<file path="src/rtl/sad_search_ctrl.sv">
// Full-search motion-estimation scheduler: issues every candidate MV in a +/-SR window
// in raster order to a pipelined SAD datapath and tracks the minimum-SAD result.
module sad_search_ctrl #(
    parameter int unsigned WIDTH      = 8,
    parameter int unsigned SR         = 4,
    parameter int unsigned MVW        = 4,
    parameter int unsigned PIPE_STATE = 5
) (
    input  logic               clk,
    input  logic               rst,
    input  logic               start_i,
    input  logic               abort_i,
    input  logic               ref_rdy_i,
    input  logic [WIDTH+7:0]   sad_i,
    input  logic               sad_vld_i,
    output logic               cal_en_o,
    output logic [MVW-1:0]     cand_x_o,
    output logic [MVW-1:0]     cand_y_o,
    output logic               busy_o,
    output logic               done_o,
    output logic [WIDTH+7:0]   best_sad_o,
    output logic [MVW-1:0]     best_mvx_o,
    output logic [MVW-1:0]     best_mvy_o
);

    localparam int unsigned SADW  = WIDTH + 8;
    localparam int unsigned NCAND = (2 * SR + 1) * (2 * SR + 1);
    localparam int unsigned CNTW  = $clog2(NCAND + 1);
    localparam int unsigned FLW   = $clog2(PIPE_STATE + 2);
    localparam logic [MVW-1:0] MV_MAX = MVW'(SR);
    localparam logic [MVW-1:0] MV_MIN = MVW'(0) - MV_MAX;

    typedef enum logic [2:0] {IDLE, ISSUE, DRAIN, DONE, FLUSH} state_e;

    state_e            state_q, state_d;
    logic [MVW-1:0]    cand_x_q, cand_x_d, cand_y_q, cand_y_d;
    logic [MVW-1:0]    rx_q, rx_d, ry_q, ry_d;
    logic [CNTW-1:0]   issue_cnt_q, issue_cnt_d, ret_cnt_q, ret_cnt_d;
    logic [FLW-1:0]    flush_cnt_q, flush_cnt_d;
    logic [SADW-1:0]   best_sad_q, best_sad_d;
    logic [MVW-1:0]    best_mvx_q, best_mvx_d, best_mvy_q, best_mvy_d;
    logic              busy_q, busy_d, done_q, done_d;
    logic              track;

    always_comb begin
        state_d     = state_q;
        cand_x_d    = cand_x_q;
        cand_y_d    = cand_y_q;
        rx_d        = rx_q;
        ry_d        = ry_q;
        issue_cnt_d = issue_cnt_q;
        ret_cnt_d   = ret_cnt_q;
        flush_cnt_d = flush_cnt_q;
        best_sad_d  = best_sad_q;
        best_mvx_d  = best_mvx_q;
        best_mvy_d  = best_mvy_q;
        cal_en_o    = (state_q == ISSUE) && ref_rdy_i;
        track       = sad_vld_i && !abort_i && ((state_q == ISSUE) || (state_q == DRAIN));

        // Results return in issue order, so a second raster walker names each one.
        if (track) begin
            ret_cnt_d = ret_cnt_q + CNTW'(1);
            if (sad_i < best_sad_q) begin
                best_sad_d = sad_i;
                best_mvx_d = rx_q;
                best_mvy_d = ry_q;
            end
            if (rx_q == MV_MAX) begin
                rx_d = MV_MIN;
                ry_d = ry_q + MVW'(1);
            end else begin
                rx_d = rx_q + MVW'(1);
            end
        end

        case (state_q)
            IDLE: begin
                if (start_i) begin
                    state_d     = ISSUE;
                    cand_x_d    = MV_MIN;
                    cand_y_d    = MV_MIN;
                    rx_d        = MV_MIN;
                    ry_d        = MV_MIN;
                    best_sad_d  = '1;
                    issue_cnt_d = '0;
                    ret_cnt_d   = '0;
                end
            end
            ISSUE: begin
                if (abort_i) begin
                    state_d     = FLUSH;
                    flush_cnt_d = '0;
                end else if (cal_en_o) begin
                    if (issue_cnt_q == CNTW'(NCAND - 1)) begin
                        state_d = DRAIN;
                    end else begin
                        issue_cnt_d = issue_cnt_q + CNTW'(1);
                        if (cand_x_q == MV_MAX) begin
                            cand_x_d = MV_MIN;
                            cand_y_d = cand_y_q + MVW'(1);
                        end else begin
                            cand_x_d = cand_x_q + MVW'(1);
                        end
                    end
                end
            end
            DRAIN: begin
                if (abort_i) begin
                    state_d     = FLUSH;
                    flush_cnt_d = '0;
                end else if (ret_cnt_d == CNTW'(NCAND)) begin
                    state_d = DONE;
                end
            end
            DONE: state_d = IDLE;
            FLUSH: begin
                if (flush_cnt_q == FLW'(PIPE_STATE)) begin
                    state_d = IDLE;
                end else begin
                    flush_cnt_d = flush_cnt_q + FLW'(1);
                end
            end
            default: state_d = IDLE;
        endcase

        busy_d = (state_d != IDLE);
        done_d = (state_d == DONE);
    end

    always_ff @(posedge clk or posedge rst) begin
        if (rst) begin
            state_q     <= IDLE;
            cand_x_q    <= '0;
            cand_y_q    <= '0;
            rx_q        <= '0;
            ry_q        <= '0;
            issue_cnt_q <= '0;
            ret_cnt_q   <= '0;
            flush_cnt_q <= '0;
            best_sad_q  <= '0;
            best_mvx_q  <= '0;
            best_mvy_q  <= '0;
            busy_q      <= 1'b0;
            done_q      <= 1'b0;
        end else begin
            state_q     <= state_d;
            cand_x_q    <= cand_x_d;
            cand_y_q    <= cand_y_d;
            rx_q        <= rx_d;
            ry_q        <= ry_d;
            issue_cnt_q <= issue_cnt_d;
            ret_cnt_q   <= ret_cnt_d;
            flush_cnt_q <= flush_cnt_d;
            best_sad_q  <= best_sad_d;
            best_mvx_q  <= best_mvx_d;
            best_mvy_q  <= best_mvy_d;
            busy_q      <= busy_d;
            done_q      <= done_d;
        end
    end

    assign cand_x_o   = cand_x_q;
    assign cand_y_o   = cand_y_q;
    assign busy_o     = busy_q;
    assign done_o     = done_q;
    assign best_sad_o = best_sad_q;
    assign best_mvx_o = best_mvx_q;
    assign best_mvy_o = best_mvy_q;

endmodule
</file>
<file path="config.mk">
export PLATFORM = sky130hd
export DESIGN_NAME = sad_search_ctrl
export DESIGN_NICKNAME = d
export VERILOG_FILES = /design/src/rtl/sad_search_ctrl.sv
export SDC_FILE = /design/constraint.sdc
export NUM_CORES = 1
export LEC_CHECK = 0
export CAP_MARGIN = 15
export CORE_ASPECT_RATIO = 1.25
export CORE_UTILIZATION = 58
export DETAILED_ROUTE_END_ITERATION = 8
export PLACE_DENSITY = 0.86
export REMOVE_ABC_BUFFERS = 1
export SKIP_CTS_REPAIR_TIMING = 1
export SLEW_MARGIN = 10
export SYNTH_ARGS = -nofsm -noshare
export SYNTH_HDL_FRONTEND = slang
export SYNTH_SLANG_ARGS = --single-unit
export TNS_END_PERCENT = 10
</file>
<file path="constraint.sdc">
create_clock -name clk -period 6.3 [get_ports clk]
set_input_delay 1.26 -clock clk [delete_from_list [all_inputs] [get_ports clk]]
set_output_delay 1.26 -clock clk [all_outputs]
set_load 0.1 [all_outputs]
</file>
* Word level (Yosys, flattened, before mapping)
Cells that the tools add are included.
Storage, ports and cells: register bits after elaboration 62, input port bits 22, output and inout bits 35, logic and storage cells 93
Cells by class: $add $sub $neg 7, $lt $le $gt $ge 1, equal/unequal tests 16, multiplexer cells 42, reduce and logical (&&, ||, !) cells 14
Operators with widths (number):
- $mux W4 | 17
- $mux W16 | 4
- $mux W7 | 7
- $mux W3 | 9
- $add A4 B1 Y4 const B | 4
- $lt A16 B16 Y1 | 1
- $pmux W4 S2 | 2
- $add A7 B1 Y7 const B | 2
- $eq A7 B7 Y1 const B | 2
- $pmux W7 S2 | 1
- $pmux W3 S4 | 1
- $ne A2 B2 Y1 const B | 5
- $eq A4 B3 Y1 const B | 2
- $eq A3 B2 Y1 const B | 2
- $eq A3 B3 Y1 const B | 2
- $pmux W3 S2 | 1
- $reduce_and A6 Y1 | 1
- $reduce_and A5 Y1 | 1
- $ne A2 B1 Y1 const B | 2
- $reduce_bool A2 Y1 | 2
- $add A3 B1 Y3 const B | 1
- $eq A3 B1 Y1 const B | 1
- $logic_and A1 B1 Y1 | 3
- $logic_not A3 Y1 | 1
- other kinds (6) | 6

* Depth between registers and ports, before layout
Gate-level depths: netlist of the first run.
depth after elaboration 9, gate-level depth with buffers 8, mapped depth without buffers 7

* Worst setup path after synthesis of the first run
Ideal clock, no wire load.
kind input -> output, start point input ref_rdy_i, end point output cal_en_o, data arrival time 1994 ps, setup slack 3046 ps, stages on the path 1, path through and2_1
Between the ends: longest elaborated chain between the ends 1
RTL lines:
- from (decl) | RTL line 13 | input logic ref_rdy_i,
- $logic_and A1 B1 Y1 | RTL line 57 | cal_en_o = (state_q == ISSUE) && ref_rdy_i;
- to (decl) | RTL line 16 | output logic cal_en_o,
Every way passes these cells.

* Worst setup path in the final report of the first run
Same ends and word-level chain as after synthesis.

==> results.toml, run 1 <==
[routing]
avgViaCountPerCell = 5.69
drcViolationCount = 0
route.final.wire_length_mm = 7.05
route.detailed.wl_per_inst_um = 14.5
detail_route.iter0.violations = 134
firstDrtPassIters = 4
drt_antenna_net_count = 0
vias = 2767

[cts]
clock_tree.buffer_depth = 2
cts_sinks = 62
tritoncts.num_buffers = 9
clk-insertion-delay-late_ps = 340
clk_pin_slew_worst_paths_ps = 70
clockRootBuffer = "sky130_fd_sc_hd__clkbuf_8"
tritoncts_clock_tree = "built"
htree_num_levels = 3

[hold_path]
timing.hold.worst.start = "best_mvy_o[2]$_DFFE_PP0P_"
hold_path_class = "reg2reg"
hold_depth = 1
hold_path_end = "best_mvy_o[2]$_DFFE_PP0P_"

[pwr]
power.density_cell_area_nw_per_um2 = 441
leakage_power_figure_uw = 0.00192
vdd.ir_drop.worst_v = 0.000253

[yosys]
synth_seq_cells = 62
post_synth_instance_area_sq_um = 3510
synth-async-reset-ratio = 1.00
synthDominantAreaCellType = "sky130_fd_sc_hd__dfrtp_1"
postSynth.topFlopCell = "sky130_fd_sc_hd__dfrtp_1"
postSynthAreaPerCell_sq_um = 9.78
synth.lib_cells_used.distinct = 54
post-synth-top-area-fraction = 0.442
synth_top_cells_by_area = "sky130_fd_sc_hd__dfrtp_1, sky130_fd_sc_hd__ha_1, sky130_fd_sc_hd__nor2_1"
synth.yosys.seq_area_share = 0.442
synth_cells = 359
synth_edf_count = 0
yosysWarningCount = 0

[critical_path]
ff2ff_path_depth = 8
critical_path_peak_fanout = 6
criticalPathCategory = "in2out"
critPathLaunch = "ref_rdy_i"
endpoint_kind = "output pin"
start_kind = "primary input"
worst-path-buf-inv = 2
timing.rr.end = "best_mvx_o[0]$_DFFE_PP0P_"
crit_chain = "clkdlybuf4s50_1 > and2_1 > clkdlybuf4s50_1"
timing.reg2reg.setup_slack_ps = 3460
timing.rr.start = "best_sad_o[15]$_DFF_PP0_"
timing.critical_path.slowest_stage_cell = "sky130_fd_sc_hd__clkdlybuf4s50_1"
timing.critical_path.mode_cell = "sky130_fd_sc_hd__clkdlybuf4s50_1"
crit_arrival_ps = 3110
critical_path.top_delay_family = "buffers and inverters"
delay_of_the_slowest_cell_on_the_worst_path_ps = 1130
critPathRequiredTime_ps = 5040

[final_layout]
final_net_count = 463
antenna_cell_count = 0
most_common_library_cell_in_the_layout_ignoring_fill_and_taps = "sky130_fd_sc_hd__dfrtp_1"
fraction_of_layout_instances_using_a_drive_strength_above_1 = 0.0952
fillers = 445
syn2layout_area_growth_pct = 22.5
layout.cells.most_common_list = "sky130_fd_sc_hd__dfrtp_1, sky130_fd_sc_hd__clkdlybuf4s50_1, sky130_fd_sc_hd__nor2_1"

[sta]
post-route-min-period_ps = 4370
setup_viol_count_final = 0
rsz_0062_raised_after_global_routing = "no"
worst_slew_pin_slew_ps = 989
timing.fmax_mhz = 229
timing_hold_violations_final = 0
skew_ps = 11.6
timing.max_slew.rel_slack = 0.339
finalMaxSlewViolations = 0
hold-worst-slack_ps = 509
tns_ps = 0
layout_worst_path_cycle_share = 0.694

[placed_design]
globalplace.congestion = 0.758
post-dp-hpwl_mm = 5.01
port_buffers = 56

[global_route]
pin_count_of_the_biggest_net_entering_global_routing = 63
grt_antenna_before_repair = 0
vias_in_the_first_global_route = 2841
remaining_overflow_grt = 0
grt_pass1_wl_mm = 12.2
grt_usage = 0.247

[die]
core_area_sq_um = 5820
die_x_um = 71.6
placementRows = 31
height_of_the_die_um = 89.0
design.die.area_sq_um = 6370
pin_count = 57
initial_utilization = 0.603

[job]
max-cap-violations = 0

[run_status]
outcome = "finished clean"
==> synthesized netlist by cell type, types with 2 or more instances <==
cell and instances:
sky130_fd_sc_hd__nor4_1 3, sky130_fd_sc_hd__o31ai_1 3, sky130_fd_sc_hd__nand3_1 9, sky130_fd_sc_hd__or3_1 3, sky130_fd_sc_hd__o21ai_0 13, sky130_fd_sc_hd__xnor2_1 9
sky130_fd_sc_hd__xor2_1 8, sky130_fd_sc_hd__mux2_4 4, sky130_fd_sc_hd__dfrtp_1 62, sky130_fd_sc_hd__nand2_1 26, sky130_fd_sc_hd__buf_1 3, sky130_fd_sc_hd__ha_1 26
sky130_fd_sc_hd__and2_1 3, sky130_fd_sc_hd__mux2i_1 17, sky130_fd_sc_hd__and3_1 2, sky130_fd_sc_hd__a211oi_1 3, sky130_fd_sc_hd__clkbuf_1 7, sky130_fd_sc_hd__nand2b_1 4
sky130_fd_sc_hd__nor3_1 5, sky130_fd_sc_hd__nor3b_1 3, sky130_fd_sc_hd__a21oi_1 14, sky130_fd_sc_hd__nor2_1 53, sky130_fd_sc_hd__o211ai_1 2, sky130_fd_sc_hd__nand4_1 7
sky130_fd_sc_hd__a22o_1 2, sky130_fd_sc_hd__inv_1 30, sky130_fd_sc_hd__a31oi_1 2, sky130_fd_sc_hd__a21o_1 4, sky130_fd_sc_hd__nand3b_1 2, sky130_fd_sc_hd__mux2_2 6
==> final cells by class <==
type | count | area (sq um) | share of cell area
multi-input cells | 254 | 1780 | 0.414
well taps | 66 | 82.6 | 0.0192
clock buffers | 10 | 138 | 0.0320
repair buffers | 58 | 576 | 0.134
clock inverters | 6 | 61.3 | 0.0143
inverters | 30 | 113 | 0.0262
flip-flops and latches | 62 | 1550 | 0.361
==> state kept, by name (all words and copies together) (netlist names), 3 cells and up <==
register / flops
ry_q: 4
best_mvy_o: 4
rx_q: 4
best_mvx_o: 4
flush_cnt_q: 3
cand_x_o: 4
issue_cnt_q: 7
best_sad_o: 16
ret_cnt_q: 7
cand_y_o: 4
state_q: 3
==> report_power, final <==
part / switching, uW / total (uW) / internal (uW) / leakage [uW]
clock: 156 / 348 / 192 / 0.000102
sequential: 80.9 / 565 / 484 / 0.000723
combinational: 711 / 981 / 271 / 0.00109
==> metrics by stage <==
stage	total power (uW)	setup slack (ps)	cells	util	cell area, sq um
floorplan	1320	2700	346	-	3440
global placement	1530	1960	470	0.705	4100
detailed placement	1560	1940	470	0.705	4100
CTS	1910	1930	486	0.739	4300
global route	2000	1910	486	0.739	4300
finish	1890	1930	486	0.739	4300
==> worst max path at each step <==
stage          cells past startpoint  slack [ps]                   endpoint
6_report                           3        1930                   cal_en_o
4_1_cts                            3        1930                   cal_en_o
5_1_grt                            3        1910                   cal_en_o
3_5_place_dp                       3        1940                   cal_en_o
3_3_place_gp                       3        1960                   cal_en_o
2_1_floorplan                      6        2700  best_mvx_o[0]$_DFFE_PP0P_
==> metal layers <==
layer	up-vias	routed length, um	GRT usage
li1	1346	-	-
met1	1333	3060	0.290
met2	76	3570	0.439
met3	12	303	0.0541
met4	0	107	0.107
met5	-	0	0
==> worst register-to-register path, stage by stage, from the launching register on <==
cell and delay [ps]:
sky130_fd_sc_hd__dfrtp_1 370, sky130_fd_sc_hd__inv_1 50, sky130_fd_sc_hd__ha_1 300, sky130_fd_sc_hd__a21oi_1 140, sky130_fd_sc_hd__o21ai_0 100, sky130_fd_sc_hd__or3_4 380, sky130_fd_sc_hd__a221oi_4 620, sky130_fd_sc_hd__buf_4 390
sky130_fd_sc_hd__mux2_2 370
==> cells by family (layout without fill, tap and decap cells) <==
family,count (synthesis),count (layout),share of synthesized area
AOI/OAI and AO/OA,55,55,0.108
adders and majority gates,26,26,0.0927
xor gates and xnor gates,18,18,0.0470
buffers and inverters,43,104,0.0517
muxes,27,27,0.0848
DFF,62,62,0.442
and+or+nand+nor,128,128,0.174
No activity file was read; power rests on OpenSTA's default activity.
==> run 2, diff against run 1 <==
--- a/config.mk
+++ b/config.mk
@@ -7,9 +7,9 @@
 export LEC_CHECK = 0
 export CAP_MARGIN = 15
 export CORE_ASPECT_RATIO = 1.25
-export CORE_UTILIZATION = 58
+export CORE_UTILIZATION = 54
 export DETAILED_ROUTE_END_ITERATION = 8
-export PLACE_DENSITY = 0.86
+export PLACE_DENSITY = 0.81
 export REMOVE_ABC_BUFFERS = 1
 export SKIP_CTS_REPAIR_TIMING = 1
 export SLEW_MARGIN = 10
==> constraint.sdc (replaced) <==
create_clock -name clk -period 4.35 [get_ports clk]
set_input_delay 0.87 -clock clk [delete_from_list [all_inputs] [get_ports clk]]
set_output_delay 0.87 -clock clk [all_outputs]
set_load 0.1 [all_outputs]
==> results.toml, run 2 (synthesized netlist as in run 1, its figures left out) <==
[final_layout]
antenna_cell_count = 0
fillers = 477
most_common_library_cell_in_the_layout_ignoring_fill_and_taps = "sky130_fd_sc_hd__dfrtp_1"
syn2layout_area_growth_pct = 23.5
largest_register_ffs = 16
final_net_count = 463
fraction_of_layout_instances_using_a_drive_strength_above_1 = 0.0952
layout.cells.most_common_list = "sky130_fd_sc_hd__dfrtp_1, sky130_fd_sc_hd__clkdlybuf4s50_1, sky130_fd_sc_hd__nor2_1"

[routing]
vias = 2749
drt_antenna_net_count = 0
detail_route.iter0.violations = 149
avgViaCountPerCell = 5.44
dr_wl_met3_um = 290
drcViolationCount = 0
met2WireLength_mm = 3.51
firstDrtPassIters = 4
route.final.wire_length_mm = 7.05
maxUsedRoutingLayer = "met4"
routedLengthMet1_mm = 3.11
route.detailed.wl_per_inst_um = 14.0

[global_route]
vias_in_the_first_global_route = 2618
pin_count_of_the_biggest_net_entering_global_routing = 55
grt_pass1_wl_mm = 11.7
remaining_overflow_grt = 0
grt_usage = 0.223
grt_antenna_before_repair = 0

[hold_path]
hold_path_class = "reg2reg"
timing.hold.worst.start = "best_mvx_o[1]$_DFFE_PP0P_"
hold_path_end = "best_mvx_o[1]$_DFFE_PP0P_"
hold_depth = 1

[cts]
tritoncts.num_buffers = 9
htree_num_levels = 3
clock_tree.buffer_depth = 2
cts_sinks = 62
clk-insertion-delay-late_ps = 340
clockRootBuffer = "sky130_fd_sc_hd__clkbuf_8"
tritoncts_clock_tree = "built"
clk_pin_slew_worst_paths_ps = 70

[critical_path]
crit_arrival_ps = 3390
criticalPathCategory = "in2reg"
critical_path_peak_fanout = 20
endpoint_kind = "flip-flop"
critPathRequiredTime_ps = 4580
start_kind = "primary input"
timing.reg2reg.setup_slack_ps = 1770
ff2ff_path_depth = 8
timing.rr.start = "best_sad_o[15]$_DFF_PP0_"
timing.rr.end = "best_mvx_o[0]$_DFFE_PP0P_"

[pwr]
pwr-share-seq = 0.294
power.density_cell_area_nw_per_um2 = 644
sw_power_uw = 1380
vdd.ir_drop.worst_v = 0.000426
sw_frac_of_total = 0.493
clock_power_share = 0.196
comb_power_share = 0.510
leakage_power_figure_uw = 0.00192
internal-power_uw = 1410

[sta]
finalMaxSlewViolations = 0
timing.fmax_mhz = 316
timing_hold_violations_final = 0
timing.final.ws_setup_ps = 1190
post-route-min-period_ps = 3160
setup_viol_count_final = 0
tns_ps = 0
worst_slew_pin_slew_ps = 1010
rsz_0062_raised_after_global_routing = "no"
layout_worst_path_cycle_share = 0.727
timing.max_slew.rel_slack = 0.326
skew_ps = 8.93

[placed_design]
dp_slack_ps = 831
globalplace.congestion = 0.840
post-dp-hpwl_mm = 4.94
port_buffers = 56

[die]
pin_count = 57
height_of_the_die_um = 92.2
initial_utilization = 0.566
design.die.area_sq_um = 6830
die_x_um = 74.1
placementRows = 32
core_area_sq_um = 6210

[run_status]
outcome = "finished clean"

[job]
max-cap-violations = 0
-- run 2: changes by cell type in the layout (fill, tap and decap cells not counted) --
cell and change:
sky130_fd_sc_hd__clkinv_2 -1, sky130_fd_sc_hd__clkdlybuf4s50_1 -1, sky130_fd_sc_hd__bufinv_16 +1, sky130_fd_sc_hd__clkbuf_8 -1, sky130_fd_sc_hd__clkbuf_1 +1, sky130_fd_sc_hd__buf_4 +1
-- run 2: worst max path at each step --
stage               cells after the start                     from                         to  slack, ps
floorplan                               7  best_sad_o[9]$_DFF_PP0_  best_mvx_o[0]$_DFFE_PP0P_        970
global placement                        7                  abort_i  best_mvy_o[2]$_DFFE_PP0P_        890
detailed placement                      7                  abort_i  best_mvx_o[1]$_DFFE_PP0P_        830
CTS                                     7                  abort_i  best_mvx_o[1]$_DFFE_PP0P_       1190
global route                            7                  abort_i  best_mvx_o[1]$_DFFE_PP0P_       1060
finish                                  7                  abort_i  best_mvx_o[0]$_DFFE_PP0P_       1190
-- run 2: critical path, stage by stage --
cell	delay, ps
sky130_fd_sc_hd__clkdlybuf4s50_1	530
sky130_fd_sc_hd__nor3b_2	310
sky130_fd_sc_hd__nand2_2	150
sky130_fd_sc_hd__or3_4	410
sky130_fd_sc_hd__a221oi_4	340
sky130_fd_sc_hd__buf_4	400
sky130_fd_sc_hd__mux2_2	370
-- run 2: metrics by stage --
step / cell area, sq um / power (uW) / std cells / hold WS [ps] / util
floorplan: 3440 / 1910 / 346 / 484 / -
global placement: 4120 / 2220 / 489 / 495 / 0.664
detailed placement: 4120 / 2260 / 489 / 505 / 0.664
CTS: 4340 / 2810 / 505 / 519 / 0.699
global route: 4340 / 2930 / 505 / 551 / 0.699
finish: 4340 / 2790 / 505 / 515 / 0.699
-- run 2: final cells by class --
cell class              instances  area (sq um)  share of cell area
clock buffers                  10           128              0.0294
clock inverters                 6          86.3              0.0199
inverters                      30           113              0.0260
multi-input cells             254          1780               0.410
flip-flops and latches         62          1550               0.358
well taps                      85           106              0.0245
repair buffers                 58           573               0.132
-- run 2: layer usage --
| layer | vias to the layer above | global-route usage |
|---|---|---|
| met5 | - | 0 |
| met2 | 66 | 0.365 |
| li1 | 1342 | - |
| met3 | 13 | 0.0418 |
| met1 | 1328 | 0.284 |
| met4 | 0 | 0.0962 |
-- run 2: power by group through the flow --
stage                     registers (uW)  clock network [uW]  logic (uW)
after global placement               826                   0        1400
final                                821                 546        1430
after global routing                 840                 578        1510
after detailed placement             829                   0        1430
after CTS                            822                 554        1430
after floorplan                     1440                   0         467
